<file path="src/rtl/freq_meter.sv">
// Gated frequency meter: counts synchronized rising edges of sig_in over GATE_CYCLES clk cycles.
// Define FREQ_METER_AVG_EN to report a 4-window running average instead of raw window counts.
module freq_meter #(
    parameter int GATE_CYCLES = 100000,
    parameter int CNT_WIDTH   = 32,
    parameter int SYNC_STAGES = 2
) (
    input  logic                 clk,
    input  logic                 rst,
    input  logic                 enable,
    input  logic                 sig_in,
    output logic [CNT_WIDTH-1:0] count_out,
    output logic                 count_valid,
    input  logic                 count_ready,
    output logic                 count_ovf,
    output logic                 overrun
);
    localparam int GATE_W = $clog2(GATE_CYCLES);
    localparam logic [GATE_W-1:0] GATE_LAST = GATE_W'(GATE_CYCLES - 1);

    typedef enum logic {IDLE, MEASURE} state_t;

    state_t                 state_reg, state_next;
    logic [SYNC_STAGES-1:0] sync_reg;
    logic                   delayed_reg;
    logic                   edge_pulse;
    logic [GATE_W-1:0]      gate_reg;
    logic [CNT_WIDTH-1:0]   edge_cnt_reg, edge_final;
    logic                   win_ovf_reg, ovf_final;
    logic                   measuring, window_close;
    logic [CNT_WIDTH-1:0]   result_val;
    logic                   result_ovf, result_load;
    logic [CNT_WIDTH-1:0]   count_out_reg;
    logic                   count_valid_reg, count_ovf_reg, overrun_reg;

    // Synchronizer chain for the asynchronous input
    generate
        for (genvar gi = 0; gi < SYNC_STAGES; gi++) begin : g_sync
            always_ff @(posedge clk) begin
                if (rst)
                    sync_reg[gi] <= 1'b0;
                else if (gi == 0)
                    sync_reg[gi] <= sig_in;
                else
                    sync_reg[gi] <= sync_reg[(gi > 0) ? gi - 1 : 0];
            end
        end
    endgenerate

    always_ff @(posedge clk) begin
        if (rst)
            delayed_reg <= 1'b0;
        else
            delayed_reg <= sync_reg[SYNC_STAGES-1];
    end

    assign edge_pulse = sync_reg[SYNC_STAGES-1] & ~delayed_reg;

    always_ff @(posedge clk) begin
        if (rst)
            state_reg <= IDLE;
        else
            state_reg <= state_next;
    end

    always_comb begin
        state_next = state_reg;
        case (state_reg)
            IDLE:    if (enable)  state_next = MEASURE;
            MEASURE: if (!enable) state_next = IDLE;
            default: state_next = IDLE;
        endcase
    end

    // A window only closes while still enabled; a falling enable discards it
    assign measuring    = (state_reg == MEASURE) && enable;
    assign window_close = measuring && (gate_reg == GATE_LAST);

    // Saturating edge count including the pulse of the current cycle
    always_comb begin
        edge_final = edge_cnt_reg;
        ovf_final  = win_ovf_reg;
        if (edge_pulse) begin
            if (&edge_cnt_reg)
                ovf_final = 1'b1;
            else
                edge_final = edge_cnt_reg + CNT_WIDTH'(1);
        end
    end

    always_ff @(posedge clk) begin
        if (rst || !measuring || window_close) begin
            gate_reg     <= '0;
            edge_cnt_reg <= '0;
            win_ovf_reg  <= 1'b0;
        end else begin
            gate_reg     <= gate_reg + GATE_W'(1);
            edge_cnt_reg <= edge_final;
            win_ovf_reg  <= ovf_final;
        end
    end

`ifdef FREQ_METER_AVG_EN
    logic [CNT_WIDTH-1:0] hist_reg [4];
    logic [3:0]           flag_reg;
    logic [2:0]           fill_reg;
    logic [CNT_WIDTH+1:0] sum_reg, sum_next;
    logic                 hist_clear;

    assign hist_clear = rst || !measuring;
    // Running sum: add the newest window, drop the one falling out of the history
    assign sum_next    = sum_reg + {2'b00, edge_final} - {2'b00, hist_reg[3]};
    assign result_val  = sum_next[CNT_WIDTH+1:2];
    assign result_ovf  = ovf_final | flag_reg[0] | flag_reg[1] | flag_reg[2];
    assign result_load = window_close && (fill_reg >= 3'd3);

    generate
        for (genvar gi = 0; gi < 4; gi++) begin : g_hist
            always_ff @(posedge clk) begin
                if (hist_clear) begin
                    hist_reg[gi] <= '0;
                    flag_reg[gi] <= 1'b0;
                end else if (window_close) begin
                    hist_reg[gi] <= (gi == 0) ? edge_final : hist_reg[(gi > 0) ? gi - 1 : 0];
                    flag_reg[gi] <= (gi == 0) ? ovf_final  : flag_reg[(gi > 0) ? gi - 1 : 0];
                end
            end
        end
    endgenerate

    always_ff @(posedge clk) begin
        if (hist_clear) begin
            sum_reg  <= '0;
            fill_reg <= '0;
        end else if (window_close) begin
            sum_reg  <= sum_next;
            fill_reg <= (fill_reg == 3'd4) ? 3'd4 : fill_reg + 3'd1;
        end
    end
`else
    assign result_val  = edge_final;
    assign result_ovf  = ovf_final;
    assign result_load = window_close;
`endif

    // Result register and valid/ready handshake; a close with a pending unaccepted result is an overrun
    always_ff @(posedge clk) begin
        if (rst) begin
            count_out_reg   <= '0;
            count_valid_reg <= 1'b0;
            count_ovf_reg   <= 1'b0;
            overrun_reg     <= 1'b0;
        end else if (result_load) begin
            count_out_reg   <= result_val;
            count_ovf_reg   <= result_ovf;
            count_valid_reg <= 1'b1;
            if (count_valid_reg && !count_ready)
                overrun_reg <= 1'b1;
        end else if (count_valid_reg && count_ready) begin
            count_valid_reg <= 1'b0;
        end
    end

    assign count_out   = count_out_reg;
    assign count_valid = count_valid_reg;
    assign count_ovf   = count_ovf_reg;
    assign overrun     = overrun_reg;
endmodule

</file>
<file path="config.mk">
export PLATFORM = sky130hd
export DESIGN_NAME = freq_meter
export DESIGN_NICKNAME = d
export VERILOG_FILES = /design/src/rtl/freq_meter.sv
export SDC_FILE = /design/constraint.sdc
export NUM_CORES = 1
export LEC_CHECK = 0
export CAP_MARGIN = 20
export CORE_MARGIN = 3
export CORE_UTILIZATION = 56
export DETAILED_ROUTE_END_ITERATION = 12
export PLACE_DENSITY = 0.85
export SLEW_MARGIN = 0
export SYNTH_ARGS = -nofsm -noshare
export SYNTH_HDL_FRONTEND = slang
export SYNTH_SLANG_ARGS = --single-unit
</file>
<file path="constraint.sdc">
create_clock -name clk -period 2.2 [get_ports clk]
set_input_delay 0.22 -clock clk [delete_from_list [all_inputs] [get_ports clk]]
set_output_delay 0.22 -clock clk [all_outputs]
set_load 0.005 [all_outputs]
</file>
==> results of run 1 <==
==> power by group <==
| part | internal [W] | total (W) | switching (W) | leakage (nW) |
|---|---|---|---|---|
| clock | 0.000524 | 0.00108 | 0.000561 | 0.0933 |
| combinational | 0.0000179 | 0.0000462 | 0.0000284 | 0.644 |
| sequential | 0.00161 | 0.00161 | 0.00000214 | 0.718 |
| total | 0.00215 | 0.00275 | 0.000591 | 1.46 |
==> layout make-up <==
type	instances	area share, %
tap	77	2.07
timing repair buffer	64	13.5
sequential	89	38.4
clock buffer	11	2.83
inverter	4	0.323
clock inverter	5	1.21
multi-input combinational	303	41.6
==> per-layer routing <==
metal	vias to the layer above	wire, um	track usage [%]
li1	1631	-	-
met1	1521	3810	29.2
met2	105	3930	37.2
met3	24	454	4.93
met4	0	238	12.2
met5	-	0	0
==> synthesized netlist by cell type (2+ instances only) <==
| cell | instances | area, um2 |
|---|---|---|
| a2111oi_0 | 2 | 17.5 |
| a211oi_1 | 23 | 173 |
| a21oi_1 | 14 | 70.1 |
| a311oi_1 | 10 | 87.6 |
| a311oi_2 | 5 | 75.1 |
| a31oi_1 | 7 | 43.8 |
| and2_1 | 5 | 31.3 |
| and3_1 | 7 | 43.8 |
| and4_1 | 6 | 52.6 |
| and4_4 | 2 | 22.5 |
| buf_1 | 3 | 11.3 |
| buf_2 | 4 | 20.0 |
| buf_6 | 2 | 22.5 |
| clkbuf_1 | 14 | 52.6 |
| dfxtp_1 | 89 | 1780 |
| ha_1 | 2 | 25.0 |
| inv_1 | 4 | 15.0 |
| mux2i_1 | 2 | 20.0 |
| nand2_1 | 26 | 97.6 |
| nand3_1 | 15 | 75.1 |
| nand3b_1 | 2 | 15.0 |
| nand4_1 | 12 | 75.1 |
| nand4_2 | 2 | 25.0 |
| nand4b_1 | 3 | 26.3 |
| nor2_1 | 77 | 289 |
| nor2b_1 | 5 | 31.3 |
| nor3_1 | 6 | 30.0 |
| nor3_4 | 2 | 32.5 |
| nor4bb_1 | 2 | 20.0 |
| o21ai_0 | 4 | 20.0 |
| o21ai_1 | 2 | 10.0 |
| o31ai_1 | 4 | 30.0 |
| o41ai_1 | 2 | 17.5 |
| or3_1 | 5 | 31.3 |
| or4_1 | 3 | 22.5 |
| xnor2_1 | 21 | 184 |
| xor2_1 | 12 | 105 |
==> worst max-delay path by stage <==
stage | startpoint | end | slack, ns | cells after the start
floorplan | edge_cnt_reg[0]$_SDFF_PP0_ | count_out[21]$_SDFFE_PP0P_ | 0.22 | 7
global placement | edge_cnt_reg[27]$_SDFF_PP0_ | count_out[29]$_SDFFE_PP0P_ | 0.12 | 5
detailed placement | edge_cnt_reg[27]$_SDFF_PP0_ | count_out[31]$_SDFFE_PP0P_ | 0.03 | 5
CTS | edge_cnt_reg[27]$_SDFF_PP0_ | count_out[25]$_SDFFE_PP0P_ | 0.002 | 5
finish | edge_cnt_reg[0]$_SDFF_PP0_ | count_out[31]$_SDFFE_PP0P_ | 0.12 | 6
global route | edge_cnt_reg[1]$_SDFF_PP0_ | count_out[28]$_SDFFE_PP0P_ | -0.05 | 6
==> worst max-delay path, delay by kind of cell, from the launching register on <==
| family | cells | cell delay [ns] |
|---|---|---|
| compound gates | 2 | 0.75 |
| simple gates | 3 | 0.69 |
| flops | 1 | 0.34 |
| fa+ha+maj | 1 | 0.21 |
==> stage by stage <==
step	hold WS [ns]	util, %
6_report	0.414	71.5
5_1_grt	0.416	71.5
4_1_cts	0.404	70.6
3_5_place_dp	0.436	67.7
3_3_place_gp	0.439	67.7
2_1_floorplan	0.348	-
==> kinds of logic (layout without fill, tap and decap cells) <==
logic type | count (synthesis) | in the layout
AND/OR/NAND/NOR | 187 | 187
flip-flops | 89 | 89
AO/OA/AOI/OAI | 79 | 79
XOR/XNOR | 33 | 33
buffers and inverters | 27 | 84
adder cells (fa/ha/maj) | 2 | 2
multiplexers | 2 | 2
==> placed cells by master, fill, tap and decap left out, types with 12 or more instances in the layout <==
| master | n |
|---|---|
| nand2_1 | 26 |
| a211oi_1 | 23 |
| xnor2_1 | 21 |
| dfxtp_1 | 87 |
| nand3_1 | 15 |
| nand4_1 | 12 |
| xor2_1 | 12 |
| nor2_1 | 76 |
| a21oi_1 | 14 |
| buf_4 | 21 |
| clkdlybuf4s50_1 | 39 |
==> what timing repair did <==
action,in CTS,in global routing
gates resized for setup,0,8
hold buffers,0,0
setup buffers,0,4
endpoints found under the setup margin,0,22
==> out/metrics.yaml, run 1 <==
yosys.area_share.simple_pct: 25.7
fp.coreArea_um2: 6490
die_h_um: 88.6
r2r-end: "count_out[31]$_SDFFE_PP0P_"
vias_per_cell: 5.93
finalMaxSlewViolations: 0
irDropWorstVdd_v: 0.000446
clockBufferDepth: 2
min_period_over_period_pct: 94.7
synth_top_family_by_area: "simple AND/OR/NAND/NOR gates"
synth-adder-area-share_pct: 0.655
yosysWarnings: 0
numCtsBuffers: 9
r2r_setup_slack_ns: 0.12
layout-area-overhead-vs-synth_pct: 21.6
portBuffers: 39
multi_input_area_um2: 1930
rr_worst_depth: 6
grt_use_total_pct: 23.2
dpl_cell_area_um2: 4400
avgSynthCellArea_um2: 9.12
fp-row-count: 29
synth_compound_area_share_pct: 15.7
max_stage_delay_ns: 0.44
antenna_cells: 0
ant_nets: 0
grt_pass1_wl_mm: 14.2
syn_nets: 426
synth-edff-count: 0
postLayoutCellArea_um2: 4640
start_util_pct: 58.8
fin_crit_ns: 2.08
worst_ep_arrival_time_ns: 2.36
dieArea_um2: 7850
yosys-mux-area-fraction_pct: 0.524
critical_path.slowest_cell: "a311oi_1"
tritoncts_num_sinks: 89
grt_pass1_vias: 3180
path_clk_slew_ns: 0.09
cp-end-kind: "register"
drc: 0
hold_end: "sync_reg[0]$_SDFF_PP0_"
hold_viol: 0
ys.flop_type: "dfxtp_1"
antenna_found_initial: 0
critPathMaxFanout: 7
yosysUniqueCellTypes: 50
status: "completed"
first_pass_iters: 4
power_density_nw_per_um2: 591
clock_tree.root_cell: "clkbuf_8"
gp_congestion: 0.855
maxCapViolCount: 0
num_vias: 3281
nets: 478
leakage_nw: 1.46
h-tree-depth: 3
crit_path_start_kind: "register"
seq_area_um2: 1780
finalSetupTns_ns: 0
pre_cts_ws_ns: 0.0302
worst_pin_slew_ns: 0.470
drt-wirelength-per-cell_um: 15.2
synth-seq-cells: 89
grt_overflow: 0
layout.cells.non_filler: 553
dpl.hpwl_mm: 5.90
required_ns: 2.47
crit_chain: "ha_1 > and3_1 > and2_2 > a311oi_1 > nand4b_1 > a311oi_2"
netlist_area_um2: 3820
worstReg2RegStart: "edge_cnt_reg[0]$_SDFF_PP0_"
cts_tree: "yes"
drive_gt1_share_pct: 13.0
total_power_w: 0.00275
post_synth_xor_area_fraction_pct: 7.57
fillCellCount: 492
criticalPathCategory: "reg2reg"
ys_seq_area_share_pct: 46.6
grt_max_degree: 51
slew_headroom_pct: 68.5
hold_path.class: "in2reg"
clock.fmax_mhz: 480
clk-insertion-delay-late_ns: 0.36
setup_viol: 0
setup_ws_ns: 0.116
drt_iter0_drc: 261
die_w_um: 88.6
hold_path_depth: 2
rsz0062_at_grt: "true"
dpl.cell_count: 533
num_io_pins: 40
synthCells: 419
fin_worst_skew_ns: 0.00900
min_from: "sig_in"
async_flop_share_pct: 0
routed_wl_mm: 8.43
Power figures use the tool's default switching activity.
==> inputs of run 2 (changes only) <==
--- a/constraint.sdc
+++ b/constraint.sdc
@@ -3,2 +3,2 @@
 set_output_delay 0.22 -clock clk [all_outputs]
-set_load 0.005 [all_outputs]
+set_load 0.1 [all_outputs]
==> run 2 against run 1 <==
Net effect: global-route usage down 1.1 points; core utilization fell by 0.92 points; largest power group unchanged; flip-flop and latch count is the same.
==> out/metrics.yaml, run 2 (synthesis gave the netlist of run 1 again) <==
rsz0062_at_grt: "true"
setup_viol: 0  # unchanged
final_cell_mix: "dfxtp_1 (87), nor2_1 (77), buf_4 (54)"
irDropWorstVdd_v: 0.000424  # -4.8%
multi_input_area_um2: 1940  # +0.58%
path_clk_slew_ns: 0.09  # about the same
portBuffers: 39  # unchanged
clock.fmax_mhz: 485  # +0.96%
layout.cells.non_filler: 551  # -0.36%
max_stage_delay_ns: 0.54  # +0.10 ns
drive_gt1_share_pct: 20.5  # +7.4 points
crit_path_start_kind: "register"
fin_crit_ns: 2.06  # -0.0199 ns
vias_per_cell: 5.97  # +0.67%
antenna_cells: 0  # unchanged
postLayoutCellArea_um2: 4580  # -1.3%
cts_tree: "yes"
tritoncts_num_sinks: 89  # unchanged
worst_pin_slew_ns: 0.534  # +0.0636 ns
clockBufferDepth: 2  # unchanged
numCtsBuffers: 9  # unchanged
fp-row-count: 29  # unchanged
fp.coreArea_um2: 6490  # unchanged
finalSetupTns_ns: 0  # unchanged
die_h_um: 88.6  # unchanged
dpl.hpwl_mm: 5.73  # -2.9%
drt_iter0_drc: 224  # -14%
dpl_cell_area_um2: 4310  # -2.0%
seq_area_um2: 1780  # unchanged
fin_worst_skew_ns: 0.00969  # +0.000686 ns
die_w_um: 88.6  # unchanged
first_pass_iters: 5  # +1
nets: 476  # -0.42%
h-tree-depth: 3  # unchanged
cp-end-kind: "register"
required_ns: 2.48  # about the same
fillCellCount: 510  # +3.7%
grt_overflow: 0  # unchanged
hold_path.class: "in2reg"
hold_viol: 0  # unchanged
slew_headroom_pct: 63.5  # -5.0 points
layout-area-overhead-vs-synth_pct: 20.0
status: "completed"
critical_path.slowest_cell: "or4_1"
criticalPathCategory: "reg2reg"
grt_max_degree: 43  # -16%
drt-wirelength-per-cell_um: 15.1  # -0.95%
gp_congestion: 0.854  # -0.14%
dpl.cell_count: 533  # unchanged
power_density_nw_per_um2: 630  # +6.5%
dieArea_um2: 7850  # unchanged
num_io_pins: 40  # unchanged
antenna_found_initial: 0  # unchanged
grt_pass1_vias: 2993  # -5.9%
hold_path_depth: 2  # unchanged
routed_wl_mm: 8.32  # -1.3%
min_period_over_period_pct: 93.8  # -0.91 points
finalMaxSlewViolations: 0  # unchanged
rr_worst_depth: 7  # +1
critPathMaxFanout: 9  # +2
clock_tree.root_cell: "clkbuf_8"
start_util_pct: 58.8  # unchanged
maxCapViolCount: 0  # unchanged
leakage_nw: 1.54  # +6.1%
crit_chain: "ha_1 > and3_1 > nand2_1 > nor3_4 > buf_12 > or4_1 > a311oi_2"
drc: 0  # unchanged
grt_pass1_wl_mm: 13.6  # -4.2%
worst_ep_arrival_time_ns: 2.34  # -0.02 ns
ant_nets: 0  # unchanged
clk-insertion-delay-late_ns: 0.37  # about the same
grt_use_total_pct: 22.1  # -1.1 points
num_vias: 3291  # +0.30%
final_common_cell: "dfxtp_1"
run 2: changes by cell type in the layout (fill, tap and decap cells not counted), moves of 2 or more:
| cell | delta |
|---|---|
| clkdlybuf4s50_1 | -35 |
| buf_4 | +33 |
| a2111oi_0 | +2 |
| clkbuf_1 | -2 |
run 2: final cells by class:
| class | instances | area share [%] |
|---|---|---|
| Multi-Input combinational cell | 303 | 42.4 |
| Sequential cell | 89 | 38.9 |
| Timing Repair Buffer | 62 | 11.5 |
| Clock buffer | 9 | 2.70 |
| Tap cell | 77 | 2.10 |
| Clock inverter | 7 | 2.07 |
| Inverter | 4 | 0.328 |
run 2: timing repair:
item,CTS,global route
buffers inserted,0,2
hold buffers,0,0
setup endpoints to repair,0,15
resized for setup,0,8
run 2: per-layer routing:
layer | track usage (%) | vias up | part of all wire [%]
met5 | 0 | - | 0
met3 | 7.64 | 17 | 6.4
li1 | - | 1620 | -
met2 | 35.0 | 117 | 47
met1 | 28.6 | 1537 | 45
met4 | 6.18 | 0 | 1.6
run 2: path summary, 6_finish.rpt:
path | slack [ns] | to | from
worst min-delay path | 0.41 | sync_reg[0]$_SDFF_PP0_ | sig_in
worst max register to register | 0.14 | count_out[29]$_SDFFE_PP0P_ | edge_cnt_reg[0]$_SDFF_PP0_
worst max-delay path | 0.14 | count_out[29]$_SDFFE_PP0P_ | edge_cnt_reg[0]$_SDFF_PP0_
worst min register to register | 0.46 | win_ovf_reg$_SDFF_PP0_ | win_ovf_reg$_SDFF_PP0_
run 2: worst max-delay path, delay by kind of cell, from the launching register on:
kind	cells	cell delay [ns]
buffers and inverters	1	0.14
and+or+nand+nor	4	0.98
adders and majority gates	1	0.21
DFF	1	0.35
AOI/OAI and AO/OA	1	0.28
run 2: through the flow:
stage / hold WS, ns / util [%] / setup slack [ns] / power, W
finish: 0.406 / 70.6 / 0.136 / 0.00289
global placement: 0.438 / 66.3 / 0.110 / 0.00170
CTS: 0.403 / 69.7 / 0.0461 / 0.00290
floorplan: 0.348 / - / 0.219 / 0.00168
global route: 0.401 / 70.6 / -0.0135 / 0.00298
detailed placement: 0.442 / 66.3 / 0.0603 / 0.00170
run 2: report_power, final:
part | total [W] | switching, W | internal, W
Clock | 0.00122 | 0.000586 | 0.000639
Sequential | 0.00161 | 0.00000195 | 0.00161
Combinational | 0.0000470 | 0.0000286 | 0.0000184
